$ cat config.mk
export PLATFORM = sky130hd
export DESIGN_NAME = ascii_to_ps2_tx
export DESIGN_NICKNAME = d
export VERILOG_FILES = /design/src/rtl/ps2_pkg.sv /design/src/rtl/ps2_frame_tx.sv /design/src/rtl/ascii_to_ps2_tx.sv
export SDC_FILE = /design/constraint.sdc
export NUM_CORES = 1
export LEC_CHECK = 0
export ABC_AREA = 1
export CAP_MARGIN = 30
export CORE_ASPECT_RATIO = 1.2
export CORE_UTILIZATION = 45
export DETAILED_ROUTE_END_ITERATION = 16
export PLACE_DENSITY_LB_ADDON = 0.1
export SLEW_MARGIN = 30
export SYNTH_ARGS = -nofsm -noshare
export SYNTH_HDL_FRONTEND = slang
export SYNTH_SLANG_ARGS = --single-unit
$ cat constraint.sdc
create_clock -name clk -period 1.75 [get_ports clk]
set_clock_uncertainty 0.2 [all_clocks]
set_input_delay 0.35 -clock clk [delete_from_list [all_inputs] [get_ports clk]]
set_output_delay 0.35 -clock clk [all_outputs]
set_load 0.03 [all_outputs]
$ cat src/rtl/ps2_pkg.sv
// Shared PS/2 Set-2 definitions: scan codes, frame size, transmit FSM states
// and the ASCII game-key lookup used by the keyboard-emulation transmitter.
package ps2_pkg;

  localparam logic [7:0] SC_1     = 8'h16;
  localparam logic [7:0] SC_2     = 8'h1E;
  localparam logic [7:0] SC_3     = 8'h26;
  localparam logic [7:0] SC_4     = 8'h25;
  localparam logic [7:0] SC_5     = 8'h2E;
  localparam logic [7:0] SC_6     = 8'h36;
  localparam logic [7:0] SC_7     = 8'h3D;
  localparam logic [7:0] SC_8     = 8'h3E;
  localparam logic [7:0] SC_9     = 8'h46;
  localparam logic [7:0] SC_O     = 8'h44;
  localparam logic [7:0] SC_X     = 8'h22;
  localparam logic [7:0] SC_BREAK = 8'hF0;

  // start + 8 data + parity + stop
  localparam int FRAME_BITS = 11;

  typedef enum logic [3:0] {
    ST_IDLE,
    ST_LOOKUP,
    ST_ERR,
    ST_MAKE,
    ST_GAP_F0,
    ST_BRK_F0,
    ST_GAP_CODE,
    ST_BRK_CODE,
    ST_DONE
  } tx_state_t;

  typedef struct packed {
    logic       valid;
    logic [7:0] code;
  } scan_lookup_t;

  // Map a game key to its make code; anything outside the table is invalid.
  function automatic scan_lookup_t ascii_to_scan(input logic [7:0] ascii);
    scan_lookup_t r;
    // NOTE: defaults first so every path assigns r and no latch is inferred.
    r.valid = 1'b1;
    r.code  = 8'h00;
    case (ascii)
      8'h31:   r.code = SC_1;
      8'h32:   r.code = SC_2;
      8'h33:   r.code = SC_3;
      8'h34:   r.code = SC_4;
      8'h35:   r.code = SC_5;
      8'h36:   r.code = SC_6;
      8'h37:   r.code = SC_7;
      8'h38:   r.code = SC_8;
      8'h39:   r.code = SC_9;
      8'h6F:   r.code = SC_O;
      8'h78:   r.code = SC_X;
      default: r.valid = 1'b0;
    endcase
    return r;
  endfunction

endpackage

$ cat src/rtl/ps2_frame_tx.sv
// Device-side PS/2 byte serializer: start bit, 8 data bits LSB first, odd
// parity, stop bit. Each bit drives data with ps2_clk high for CLK_DIV cycles,
// then holds it with ps2_clk low for CLK_DIV cycles (22*CLK_DIV per frame).
module ps2_frame_tx
  import ps2_pkg::*;
#(
  parameter int CLK_DIV = 2000
) (
  input  logic       clk,
  input  logic       reset,
  input  logic       start,
  input  logic [7:0] tx_byte,
  output logic       busy,
  output logic       finished,
  output logic       ps2_clk,
  output logic       ps2_data
);

  localparam int CNT_W = (CLK_DIV > 1) ? $clog2(CLK_DIV) : 1;
  localparam logic [CNT_W-1:0] CNT_LAST = CNT_W'(CLK_DIV - 1);
  localparam logic [3:0] BIT_LAST = 4'(FRAME_BITS - 1);

  logic [CNT_W-1:0]      half_cnt;
  logic [3:0]            bit_idx;
  logic [FRAME_BITS-1:0] frame;

  // Frame shift register: loaded on start, shifted one bit per bit period.
  // NOTE: no reset here; frame is only read while busy, which reset clears.
  always_ff @(posedge clk) begin
    if (!busy && start)
      frame <= {1'b1, ~^tx_byte, tx_byte, 1'b0};
    else if (busy && half_cnt == CNT_LAST && !ps2_clk)
      frame <= {1'b1, frame[FRAME_BITS-1:1]};
  end

  // Half-period divider, bit counter and registered line drivers.
  // NOTE: non-blocking assignments so every register updates from pre-edge values.
  always_ff @(posedge clk) begin
    if (reset) begin
      busy     <= 1'b0;
      finished <= 1'b0;
      ps2_clk  <= 1'b1;
      ps2_data <= 1'b1;
      half_cnt <= '0;
      bit_idx  <= '0;
    end else begin
      finished <= 1'b0;
      if (!busy) begin
        if (start) begin
          busy     <= 1'b1;
          half_cnt <= '0;
          bit_idx  <= '0;
          ps2_clk  <= 1'b1;
          ps2_data <= 1'b0;
        end
      end else if (half_cnt == CNT_LAST) begin
        half_cnt <= '0;
        if (ps2_clk) begin
          ps2_clk <= 1'b0;
        end else if (bit_idx == BIT_LAST) begin
          busy     <= 1'b0;
          finished <= 1'b1;
          ps2_clk  <= 1'b1;
          ps2_data <= 1'b1;
        end else begin
          bit_idx  <= bit_idx + 4'd1;
          ps2_clk  <= 1'b1;
          ps2_data <= frame[1];
        end
      end else begin
        half_cnt <= half_cnt + 1'b1;
      end
    end
  end

endmodule

$ cat src/rtl/ascii_to_ps2_tx.sv
// ASCII game key -> PS/2 Set-2 keystroke transmitter (keyboard emulation).
// Build option BREAK_CODES_EN: when defined, each key sends make, F0, make with
// GAP_CYCLES idle cycles between frames; when undefined, only the make frame.
module ascii_to_ps2_tx
  import ps2_pkg::*;
#(
  parameter int CLK_DIV    = 2000,
  parameter int GAP_CYCLES = 1000
) (
  input  logic       clk,
  input  logic       reset,
  input  logic [7:0] ascii_code,
  input  logic       send,
  output logic       ready,
  output logic       done,
  output logic       err,
  output logic       ps2_clk,
  output logic       ps2_data
);

  tx_state_t    state;
  logic [7:0]   ascii_q;
  logic [7:0]   tx_byte;
  logic         tx_start;
  logic         tx_busy;
  logic         tx_finished;
  scan_lookup_t lookup;

`ifdef BREAK_CODES_EN
  // The finished pulse is seen one cycle late and the start request plus the
  // serializer load take one cycle each, so the counter stops 3 short of the
  // idle time on the lines. GAP_CYCLES must be at least 3.
  localparam int GAP_W = (GAP_CYCLES > 1) ? $clog2(GAP_CYCLES) : 1;
  localparam logic [GAP_W-1:0] GAP_LAST = GAP_W'(GAP_CYCLES - 3);

  logic [GAP_W-1:0] gap_cnt;
  logic [7:0]       scan_q;
`endif

  assign lookup = ascii_to_scan(ascii_q);

  ps2_frame_tx #(
    .CLK_DIV (CLK_DIV)
  ) u_frame_tx (
    .clk      (clk),
    .reset    (reset),
    .start    (tx_start),
    .tx_byte  (tx_byte),
    .busy     (tx_busy),
    .finished (tx_finished),
    .ps2_clk  (ps2_clk),
    .ps2_data (ps2_data)
  );

  // Keystroke sequencer: lookup, then frames and gaps; start is held until the
  // serializer reports busy.
  always_ff @(posedge clk) begin
    if (reset) begin
      state    <= ST_IDLE;
      ready    <= 1'b1;
      done     <= 1'b0;
      err      <= 1'b0;
      tx_start <= 1'b0;
      tx_byte  <= 8'h00;
      ascii_q  <= 8'h00;
`ifdef BREAK_CODES_EN
      gap_cnt  <= '0;
      scan_q   <= 8'h00;
`endif
    end else begin
      done <= 1'b0;
      err  <= 1'b0;
      if (tx_busy)
        tx_start <= 1'b0;
      case (state)
        ST_IDLE: begin
          if (send && ready) begin
            ascii_q <= ascii_code;
            ready   <= 1'b0;
            state   <= ST_LOOKUP;
          end
        end
        ST_LOOKUP: begin
          if (lookup.valid) begin
            tx_byte  <= lookup.code;
            tx_start <= 1'b1;
`ifdef BREAK_CODES_EN
            scan_q   <= lookup.code;
`endif
            state    <= ST_MAKE;
          end else begin
            err   <= 1'b1;
            state <= ST_ERR;
          end
        end
        ST_ERR: begin
          ready <= 1'b1;
          state <= ST_IDLE;
        end
        ST_MAKE: begin
          if (tx_finished) begin
`ifdef BREAK_CODES_EN
            gap_cnt <= '0;
            state   <= ST_GAP_F0;
`else
            done  <= 1'b1;
            state <= ST_DONE;
`endif
          end
        end
`ifdef BREAK_CODES_EN
        ST_GAP_F0: begin
          if (gap_cnt == GAP_LAST) begin
            tx_byte  <= SC_BREAK;
            tx_start <= 1'b1;
            state    <= ST_BRK_F0;
          end else begin
            gap_cnt <= gap_cnt + 1'b1;
          end
        end
        ST_BRK_F0: begin
          if (tx_finished) begin
            gap_cnt <= '0;
            state   <= ST_GAP_CODE;
          end
        end
        ST_GAP_CODE: begin
          if (gap_cnt == GAP_LAST) begin
            tx_byte  <= scan_q;
            tx_start <= 1'b1;
            state    <= ST_BRK_CODE;
          end else begin
            gap_cnt <= gap_cnt + 1'b1;
          end
        end
        ST_BRK_CODE: begin
          if (tx_finished) begin
            done  <= 1'b1;
            state <= ST_DONE;
          end
        end
`endif
        ST_DONE: begin
          ready <= 1'b1;
          state <= ST_IDLE;
        end
        default: begin
          ready <= 1'b1;
          state <= ST_IDLE;
        end
      endcase
    end
  end

endmodule

After elaboration in Yosys (flattened, before gate mapping)
Index checks and enable logic that the tools add are counted.

Input bits: 11. Register bits after elaboration: 53. Word-level logic and storage cells: 102. Output and inout bits: 5.

Muxes and demuxes: 38. Bitwise operators: 5. Equal/unequal tests: 20. Add/sub/neg operators: 2. Reduce and logical (&&, ||, !) cells: 22.

Operators with widths (count): $pmux W7 S11 (1); $eq A8 B6 Y1 const B (9); $mux W11 (3); $mux W4 (7); $mux W1 (23); $mux W10 (2); $eq A8 B7 Y1 const B (2); $pmux W4 S3 (1); $add A11 B1 Y11 const B (1); $eq A11 B11 Y1 const B (1); $reduce_or A11 Y1 (1); $reduce_and A2 Y1 (5); $ne A2 B2 Y1 const B (4); $reduce_xnor A8 Y1 (1); $reduce_or A2 Y1 (3); $not A1 Y1 (5); $add A4 B1 Y4 const B (1); $eq A4 B1 Y1 const B (1); $eq A4 B2 Y1 const B (1); $eq A4 B4 Y1 const B (1); $logic_and A1 B1 Y1 (4); $logic_not A4 Y1 (1); $reduce_and A4 Y1 (1); $reduce_bool A2 Y1 (2); other kinds (5) (6).

Longest topological paths before layout
Gate-level depths: netlist (run 1).

Depth in word-level cells: 5. Gate-level depth with buffers: 10.

Modules after synthesis
Synthesis (run 1) repeated with hierarchy kept, for this count alone.

Cell total of the unflattened synthesis: 361. Area total of the unflattened synthesis: 2636.3 µm².

By module, submodules not included: ps2_frame_tx (cells an instance 199, seq. area each 650.6 µm², area each 1500.2 µm², times used 1); ascii_to_ps2_tx (cells an instance 162, seq. area each 440.4 µm², area each 1136.1 µm², times used 1).

Worst setup path after synthesis (run 1)
Ideal clock, no wire load.

Path kind: reg2reg. From: register u_frame_tx.half_cnt[0]. To: register u_frame_tx.frame[1] (enable). Arrival: 1321 ps. Path buffers: 0. Data required time: 1216 ps. Path slack: -105 ps. Cell stages (with the launch flop): 8. Period minus slack after synthesis: 1855 ps. Cell sequence: dfxtp_1 -> ha_1 -> nand2_2 -> nor2_4 -> nand4_4 -> nor2_4 -> nand2_4 -> nand2_1.

Longest elaborated chain between the ends: 4.

Ends and longest elaborated chain: start, declared (RTL line ps2_frame_tx.sv:23) `logic [CNT_W-1:0] half_cnt;`; start signal, assigned (RTL line ps2_frame_tx.sv:71) `half_cnt <= half_cnt + 1'b1;`; $eq A11 B11 Y1 (RTL line ps2_frame_tx.sv:32) `else if (busy && half_cnt == CNT_LAST && !ps2_clk)`; $logic_and A1 B1 Y1 (2 in series) (RTL line ps2_frame_tx.sv:32); $reduce_bool A2 Y1 (no source line); end signal, assigned (RTL line ps2_frame_tx.sv:31) `frame <= {1'b1, ~^tx_byte, tx_byte, 1'b0};`; end signal, assigned (RTL line ps2_frame_tx.sv:33) `frame <= {1'b1, frame[FRAME_BITS-1:1]};`; end, declared (RTL line ps2_frame_tx.sv:25) `logic [FRAME_BITS-1:0] frame;`.

Every way passes these cells. A chain may end at the register's enable or synchronous reset.

Worst setup path after layout (run 1)
From: register u_frame_tx.half_cnt[0]. To: register u_frame_tx.frame[6] (enable).

The elaborated chain is that of the path after synthesis.

==> results.py, run 1 <==
metrics = {
    "power_and_ir_drop": {
        "powerDensity_mw_per_mm2": 834,
        "leakagePower_nw": 1.22,
        "vdd_drop_max_mv": 0.685,
        "fin_total_pwr_mw": 2.53,
    },
    "timing": {
        "hold_violations": 0,
        "relSlewSlack": 0.795,
        "rsz0062_at_grt": "yes",
        "setup_violations": 0,
        "worst_slew_pin_slew_ns": 0.308,
        "drv_slew": 0,
        "max_clock_freq_mhz": 575,
        "finalCritPeriodShare": 0.994,
        "period_minus_slack_ns": 1.74,
    },
    "worst_setup_path": {
        "cp_max_fo": 9,
        "r2r_setup_slack_ns": 0.01,
        "crit_required_ns": 1.57,
        "cp.arrival_ns": 1.56,
        "cp-start-kind": "flop",
        "rr_worst_depth": 7,
        "critPathMaxStageDelay_ns": 0.36,
        "endpoint_kind": "flop",
        "crit_chain": "ha_4, nand2_4, nor2_4, nand4_4, nor2_4, nand2_4, nand2_8",
        "slowest_stage": "dfxtp_2",
        "crit-reg2reg-launch": "u_frame_tx.half_cnt[0]",
        "path_class": "flop to flop",
        "r2r-end": "u_frame_tx.frame[6]",
    },
    "route": {
        "via_count": 2143,
        "drt-vias-per-instance": 5.11,
        "ant_nets": 0,
        "drt_iter0_drc": 50,
        "first_pass_iters": 5,
        "drc": 0,
        "totalWireLength_mm": 5.01,
        "avgRoutedWirePerCell_um": 11.9,
    },
    "global_route": {
        "grt_pass1_vias": 2000,
        "grt_pass1_wl_mm": 8.46,
        "antenna_found_initial": 0,
        "grt-ovfl-total": 0,
        "grt_max_degree": 17,
        "grtUsageTotal": 0.179,
    },
    "place": {
        "hpwl_mm": 3.71,
        "place_area_mm2": 0.00285,
        "place_inst": 407,
        "portBuffers": 15,
        "gp_congestion": 0.911,
    },
    "cells_and_area": {
        "final.fill_count": 504,
        "drive_gt1_frac": 0.224,
        "syn_to_final_growth_pct": 21.3,
        "postLayoutCellArea_mm2": 0.00304,
        "finalCoreUtilization": 0.570,
        "n_antenna_cell": 0,
        "layout.nets": 370,
        "instances_no_fill": 419,
    },
    "job": {
        "cap_viol_max_count": 0,
    },
    "cts": {
        "clock_latency_ns": 0.30,
        "htreeDepth": 2,
        "root_buffer": "clkbuf_8",
        "clkTransAtPathRegs_ns": 0.09,
        "tritoncts": "yes",
        "clock-sinks": 50,
        "cts_hold_buf": 0,
        "numCtsBuffers": 5,
        "cts_buffer_depth": 2,
    },
    "logic_synthesis": {
        "synthArstFlopShare": 0,
        "synth-warning-count": 0,
        "ys.flop_type": "dfxtp_1",
        "synth_edf_count": 9,
        "avgSynthCellArea_um2": 7.87,
        "syn_area_mm2": 0.00250,
        "syn-num-nets": 332,
        "synth.top_cells.by_area": "dfxtp_1 33%, edfxtp_1 11%, nand2_1 9.7%",
        "yosysMostFrequentCell": "nand2_1",
        "synth_top_area_share": 0.328,
        "synth-seq-cells": 50,
        "yosys.area.top_type": "dfxtp_1",
        "synth_common_cells": "65 x nand2_1, 41 x dfxtp_1, 28 x inv_1, 27 x a21oi_1, 27 x nor2_1",
        "synth_seq_area_share": 0.436,
        "synthCells": 318,
        "yosysUniqueCellTypes": 32,
    },
    "min_path": {
        "hold_depth": 2,
        "min_from": "ascii_q[5]",
        "hold_end": "ascii_q[5]",
        "hp-class": "flop to flop",
    },
    "floorplanning": {
        "dieArea_mm2": 0.00587,
        "core_area_mm2": 0.00533,
        "die_x_um": 70.1,
        "boundaryPins": 16,
        "rows": 29,
        "die_h_um": 83.7,
        "start_util": 0.469,
    },
    "status": {
        "outcome": "finished clean",
    },
}
## what timing repair did
| item | CTS | global route |
|---|---|---|
| pin swaps | 0 | 7 |
| setup buffers | 0 | 3 |
| gates resized for setup | 6 | 17 |
| cloned | 0 | 1 |
| endpoints found under the setup margin | 14 | 31 |
| endpoints found under the hold margin | 0 | 0 |
## routing by layer
layer  global-route usage  vias up  wire length, um
li1                     -     1135                -
met1                0.216      972             2330
met2                0.316       32             2490
met3               0.0326        4              119
met4               0.0600        0               66
met5                    0        -                0
## cells in the final DEF (no fill, tap or decap), types with 5 or more instances in the layout
cell,synthesis,layout
a21oi_1,27,27
a21oi_2,6,6
buf_4,0,21
clkbuf_8,0,5
clkdlybuf4s50_1,0,10
dfxtp_1,41,35
dfxtp_2,0,6
dlygate4sd2_1,0,5
edfxtp_1,9,9
inv_1,28,28
nand2_1,65,61
nand2_2,9,11
nand3_1,25,25
nand4_1,5,5
nor2_1,27,25
nor2_2,3,5
nor2_4,7,7
o21ai_0,21,20
## flip-flops by register name, indices dropped and copies added, names as in the netlist
register and flops:
u_frame_tx.frame 9, ascii_q 8, ready 1, state 3, u_frame_tx.ps2_data 1, tx_start 1, u_frame_tx.bit_idx 4, u_frame_tx.finished 1
tx_byte 7, done 1, err 1, u_frame_tx.ps2_clk 1, u_frame_tx.busy 1, u_frame_tx.half_cnt 11
## report_power, final
part | total, mW | switching (mW) | internal, mW | leakage (nW)
logic | 0.428 | 0.279 | 0.148 | 0.751
registers | 1.30 | 0.0554 | 1.24 | 0.421
clock network | 0.810 | 0.383 | 0.427 | 0.0514
## worst max-delay path by stage
| stage | start | endpoint | slack [ns] | cells after the start |
|---|---|---|---|---|
| after CTS | u_frame_tx.half_cnt[0] | u_frame_tx.frame[4] | 0.004 | 7 |
| after detailed placement | u_frame_tx.half_cnt[0] | u_frame_tx.frame[4] | 0.01 | 7 |
| after global routing | u_frame_tx.half_cnt[0] | u_frame_tx.frame[6] | -0.08 | 7 |
| final | u_frame_tx.half_cnt[0] | u_frame_tx.frame[6] | 0.01 | 7 |
| after global placement | u_frame_tx.half_cnt[0] | u_frame_tx.frame[3] | 0.05 | 7 |
| after floorplan | u_frame_tx.half_cnt[0] | u_frame_tx.frame[1] | 0.04 | 7 |
## through the flow
step	worst slack, ns	setup TNS [ns]	hold WS (ns)
detailed placement	0.0122	0	0.273
CTS	0.00362	0	0.288
global placement	0.0468	0	0.268
finish	0.0103	0	0.284
floorplan	0.0382	0	0.237
global route	-0.0836	-1.30	0.315
## layout make-up
cell class                 count  area, um^2  share of cell area
multi-input combinational    229        1320               0.433
sequential                    50        1100               0.362
clock inverter                 2        37.5              0.0124
tap                           62        77.6              0.0255
timing repair buffer          36         302              0.0993
clock buffer                   6        72.6              0.0239
inverter                      34         135              0.0445
## kinds of logic after synthesis
group | Yosys count | share of synthesized area
flip-flops | 50 | 0.436
buffers and inverters | 40 | 0.0615
adder cells (fa/ha/maj) | 3 | 0.0150
AND/OR/NAND/NOR | 152 | 0.306
XOR/XNOR | 7 | 0.0245
AO/OA/AOI/OAI | 66 | 0.157
## worst max-delay path, delay by kind of cell (launching register included)
| family | cells | cell delay (ns) |
|---|---|---|
| flops | 1 | 0.36 |
| fa+ha+maj | 1 | 0.15 |
| simple gates | 6 | 0.74 |
Note: power is estimated with default switching activity, not from simulation.
==> inputs of run 2 (changes only) <==
SLEW_MARGIN = 20   (was 30)
SYNTH_HIERARCHICAL = 1   (was unset)
clock period = 1.8 ns   (was 1.75 ns; I/O delays follow)
==> results.py, run 2 <==
metrics = {
    "route": {
        "drt_iter0_drc": 72,
        "totalWireLength_mm": 5.19,
        "avgRoutedWirePerCell_um": 10.8,
        "drc": 0,
        "first_pass_iters": 4,
        "via_count": 2309,
        "ant_nets": 0,
        "drt-vias-per-instance": 4.82,
    },
    "global_route": {
        "busiest_layer": "met2",
        "met1_usage": 0.209,
        "grt_pass1_vias": 2190,
        "antenna_found_initial": 0,
        "grt_max_degree": 17,
        "use_met3": 0.0341,
        "grt-ovfl-total": 0,
        "grtUsageTotal": 0.187,
        "use_met2": 0.356,
        "grt_pass1_wl_mm": 9.21,
    },
    "place": {
        "dp_slack_ns": -0.0309,
        "portBuffers": 15,
        "hpwl_mm": 4.01,
        "gp_congestion": 0.827,
        "place_area_mm2": 0.00301,
    },
    "cells_and_area": {
        "top_regs": "u_frame_tx/half_cnt: 11 flops, u_frame_tx/frame: 9 flops, ascii_q: 8 flops",
        "mostFrequentLayoutCells": "91 x nand2_1, 41 x dfxtp_1, 35 x nor2_1",
        "syn_to_final_growth_pct": 18.6,
        "drive_gt1_frac": 0.178,
        "largest_reg_flops": 11,
        "n_antenna_cell": 0,
        "mostFrequentLayoutCell": "nand2_1",
        "postLayoutCellArea_mm2": 0.00313,
        "layout.nets": 412,
        "top_register": "u_frame_tx/half_cnt",
    },
    "logic_synthesis": {
        "avgSynthCellArea_um2": 7.30,
        "synthArstFlopShare": 0,
        "syn_area_mm2": 0.00264,
        "synth_edf_count": 9,
        "synth_common_cells": "92 x nand2_1, 41 x dfxtp_1, 36 x nor2_1, 32 x inv_1, 31 x a21oi_1",
        "synthCells": 361,
        "synth_top_area_share": 0.311,
        "synth.top_cells.by_area": "dfxtp_1 31%, nand2_1 13%, edfxtp_1 10%",
        "ys.flop_type": "dfxtp_1",
        "synth-seq-cells": 50,
        "yosysMostFrequentCell": "nand2_1",
        "yosys.area.top_type": "dfxtp_1",
        "synth-warning-count": 6,
        "synth_seq_area_share": 0.414,
        "yosysUniqueCellTypes": 36,
    },
    "min_path": {
        "hp-class": "flop to flop",
        "min_from": "u_frame_tx/finished",
        "hold_depth": 1,
    },
    "worst_setup_path": {
        "crit-reg2reg-launch": "u_frame_tx/half_cnt[0]",
        "endpoint_kind": "flop",
        "crit_required_ns": 1.62,
        "path_class": "flop to flop",
        "crit_chain": "ha_2, nand3_2, nor2_4, nand2_2, inv_1, nand3_1, nand2_4",
        "cp-startpoint": "u_frame_tx/half_cnt[0]",
        "cp-start-kind": "flop",
        "rr_worst_depth": 7,
        "cp_max_fo": 9,
        "cp.arrival_ns": 1.51,
        "critPathMaxStageDelay_ns": 0.35,
        "slowest_stage": "dfxtp_1",
    },
    "floorplanning": {
        "die_h_um": 85.8,
        "core_area_mm2": 0.00567,
        "die_x_um": 71.9,
        "dieArea_mm2": 0.00617,
        "start_util": 0.465,
        "rows": 30,
        "boundaryPins": 16,
    },
    "power_and_ir_drop": {
        "vdd_drop_max_mv": 0.445,
        "powerDensity_mw_per_mm2": 770,
        "leakagePower_nw": 1.33,
    },
    "cts": {
        "clkTransAtPathRegs_ns": 0.09,
        "clock_latency_ns": 0.30,
        "tritoncts": "yes",
        "post_cts_buffers": 0,
        "cts_buffer_depth": 2,
        "numCtsBuffers": 5,
        "clock-sinks": 50,
        "htreeDepth": 2,
        "root_buffer": "clkbuf_8",
    },
    "timing": {
        "finalWorstSetupSlack_ns": 0.104,
        "finalSetupTns_ns": 0,
        "setup_violations": 0,
        "period_minus_slack_ns": 1.70,
        "max_clock_freq_mhz": 589,
        "finalCritPeriodShare": 0.942,
        "hold_violations": 0,
        "drv_slew": 0,
    },
    "job": {
        "cap_viol_max_count": 0,
    },
    "status": {
        "outcome": "finished clean",
    },
}
run 2: cell count changes in the layout (fill, tap and decap cells not counted), sizes merged, moves of 3 or more:
cell    change
nand2      +29
xnor2       +3
a22o        -4
nor2        +9
nand4       -3
buf         -3
nand3       +8
inv         +5
nand3b      -3
run 2: worst paths after layout:
check,slack (ns),to
setup / recovery,0.10,u_frame_tx/frame[6]
hold / removal,0.26,state[1]
setup reg to reg,0.10,u_frame_tx/frame[6]
hold reg to reg,0.26,state[1]
run 2: per-stage QoR:
step                      total power [mW]  cells  hold slack (ns)   util
final                                 2.41    479            0.262  0.552
after global routing                  2.56    479            0.296  0.552
after CTS                             2.44    479            0.265  0.548
after detailed placement              1.71    471            0.249  0.530
after global placement                1.71    471            0.239  0.530
after floorplan                       1.59    362            0.215      -
run 2: area by class of cell:
cell class	instances	area, um^2
fillers	576	2540
multi-input cells	268	1400
flip-flops and latches	50	1090
repair buffers	33	279
inverters	40	151
well taps	80	100
clock buffers	7	97.6
clock inverters	1	7.51
run 2: cell families (layout without fill, tap and decap cells):
kind of cell / count (synthesis) / in the layout / synth area share
flip-flops: 50 / 50 / 0.414
XOR/XNOR: 9 / 9 / 0.0299
other: 1 / 2 / 0.00142
adder cells (fa/ha/maj): 3 / 3 / 0.0142
AND/OR/NAND/NOR: 199 / 199 / 0.367
buffers and inverters: 44 / 81 / 0.0650
AO/OA/AOI/OAI: 55 / 55 / 0.109
run 2: power by group:
group          switching, mW  leakage (nW)  internal [mW]
combinational          0.276         0.864          0.141
sequential            0.0570         0.418           1.20
clock                  0.378        0.0496          0.359
total                  0.711          1.33           1.70
run 2: critical path, delay by kind of cell, from the launching register on:
kind	cells	cell delay, ns
buffers and inverters	1	0.06
adders and majority gates	1	0.20
DFF	1	0.35
and+or+nand+nor	5	0.59
run 2: repair_timing:
action,CTS,global route
endpoints found under the setup margin,14,13
gates resized for setup,6,5
hold buffers,0,0
run 2: layer usage:
metal / vias to the layer above / wire [um]
met5: - / 0
met4: 0 / 58
li1: 1243 / -
met1: 1030 / 2260
met2: 31 / 2740
met3: 5 / 133
==> inputs of run 3 (changes only) <==
CORE_MARGIN = 2   (was unset)
CTS_CLUSTER_DIAMETER = 60   (was unset)
TNS_END_PERCENT = 20   (was unset)
==> results.py, run 3 (synthesis results as in run 2) <==
metrics = {
    "cells_and_area": {
        "drive_gt1_frac": 0.181,
        "top_regs": "u_frame_tx/half_cnt: 11 flops, u_frame_tx/frame: 9 flops, ascii_q: 8 flops",
        "mostFrequentLayoutCell": "nand2_1",
        "mostFrequentLayoutCells": "91 x nand2_1, 39 x dfxtp_1, 35 x nor2_1",
        "top_register": "u_frame_tx/half_cnt",
        "largest_reg_flops": 11,
        "n_antenna_cell": 0,
        "syn_to_final_growth_pct": 19.6,
        "layout.nets": 410,
    },
    "timing": {
        "period_minus_slack_ns": 1.71,
        "rsz0062_at_grt": "no",
        "finalCritPeriodShare": 0.947,
        "finalSetupTns_ns": 0,
        "max_clock_freq_mhz": 586,
        "drv_slew": 0,
        "setup_violations": 0,
        "hold_violations": 0,
    },
    "status": {
        "outcome": "finished clean",
    },
    "worst_setup_path": {
        "path_depth": 8,
        "rr_worst_depth": 8,
        "cp.arrival_ns": 1.52,
        "cp_top_family": "simple AND/OR/NAND/NOR gates",
        "cp-start-kind": "flop",
        "critPathMaxStageDelay_ns": 0.35,
        "crit_required_ns": 1.62,
        "path_class": "flop to flop",
        "crit_buf_inv": 2,
        "crit_chain": "ha_2, nand3_2, nor2_4, nand2_2, inv_1, nand3_1, nand2_2, buf_12",
        "cpMostUsedCell": "nand2_2",
        "endpoint_kind": "flop",
        "slowest_stage": "dfxtp_2",
        "cp_max_fo": 9,
    },
    "global_route": {
        "antenna_found_initial": 0,
        "grtUsageTotal": 0.170,
        "grt_pass1_vias": 2131,
        "grt-ovfl-total": 0,
        "grt_max_degree": 17,
        "grt_pass1_wl_mm": 8.78,
    },
    "route": {
        "avgRoutedWirePerCell_um": 10.4,
        "drc": 0,
        "drt-vias-per-instance": 4.69,
        "drt_iter0_drc": 81,
        "totalWireLength_mm": 4.96,
        "via_count": 2238,
        "first_pass_iters": 4,
        "ant_nets": 0,
    },
    "place": {
        "portBuffers": 15,
        "hpwl_mm": 3.88,
        "gp_congestion": 0.833,
    },
    "cts": {
        "tritoncts": "yes",
        "htreeDepth": 2,
        "clkTransAtPathRegs_ns": 0.09,
        "cts_buffer_depth": 2,
        "clock-sinks": 50,
        "numCtsBuffers": 5,
        "clock_latency_ns": 0.29,
        "post_cts_buffers": 0,
        "root_buffer": "clkbuf_8",
    },
    "power_and_ir_drop": {
        "leakagePower_nw": 1.34,
        "vdd_drop_max_mv": 0.435,
        "fin_total_pwr_mw": 2.62,
        "powerDensity_mw_per_mm2": 830,
    },
    "floorplanning": {
        "core_area_mm2": 0.00567,
        "rows": 30,
        "boundaryPins": 16,
        "start_util": 0.465,
        "die_h_um": 87.8,
        "dieArea_mm2": 0.00649,
        "die_x_um": 73.9,
    },
    "min_path": {
        "hold_depth": 1,
        "hp-class": "flop to flop",
    },
    "job": {
        "cap_viol_max_count": 0,
    },
}
==> run 3: cell types whose count changed in the layout (fill, tap and decap cells not counted), sizes merged <==
cell      previous run  this run
buf                 18        16
bufinv               0         2
clkbuf               7         6
clkinvlp             1         0
==> run 3: where the power goes <==
part	leakage [nW]	internal, mW	total, mW	switching (mW)
combinational	0.854	0.142	0.416	0.274
sequential	0.419	1.20	1.25	0.0559
clock	0.0714	0.592	0.947	0.355
==> run 3: area by class of cell <==
cell class	instances	area (um^2)
clock buffers	6	82.6
clock inverters	2	60.1
fillers	566	2510
inverters	40	151
multi-input cells	268	1390
flip-flops and latches	50	1090
well taps	80	100
repair buffers	31	277
==> run 3: timing repair <==
| action | 4_1_cts | 5_1_grt |
|---|---|---|
| endpoints found under the hold margin | 0 | 0 |
| hold buffers | 0 | 0 |
| cloned | 0 | 0 |
| resized for setup | 5 | 6 |
| endpoints found under the setup margin | 5 | 18 |
==> run 3: per-layer routing <==
layer,track usage,part of all wire,wire length [um]
met5,0,0,0
met4,0.0496,0.0081,40
met3,0.0288,0.033,162
met1,0.191,0.42,2080
met2,0.321,0.54,2680
==> run 3: through the flow <==
| step | cell area, um^2 | hold slack (ns) | setup slack (ns) | instances | util |
|---|---|---|---|---|---|
| global route | 3150 | 0.295 | 0.000364 | 477 | 0.557 |
| floorplan | 2640 | 0.215 | 0.00144 | 362 | - |
| global placement | 3000 | 0.242 | 0.0931 | 469 | 0.530 |
| detailed placement | 3000 | 0.241 | 0.0757 | 469 | 0.530 |
| finish | 3150 | 0.270 | 0.0947 | 477 | 0.557 |
| CTS | 3140 | 0.263 | 0.0458 | 477 | 0.554 |
==> run 3: worst paths after layout <==
kind / endpoint / slack [ns] / startpoint
max reg2reg: u_frame_tx/frame[8] / 0.09 / u_frame_tx/half_cnt[1]
min: state[1] / 0.27 / u_frame_tx/finished
min reg2reg: state[1] / 0.27 / u_frame_tx/finished
max: u_frame_tx/frame[8] / 0.09 / u_frame_tx/half_cnt[1]
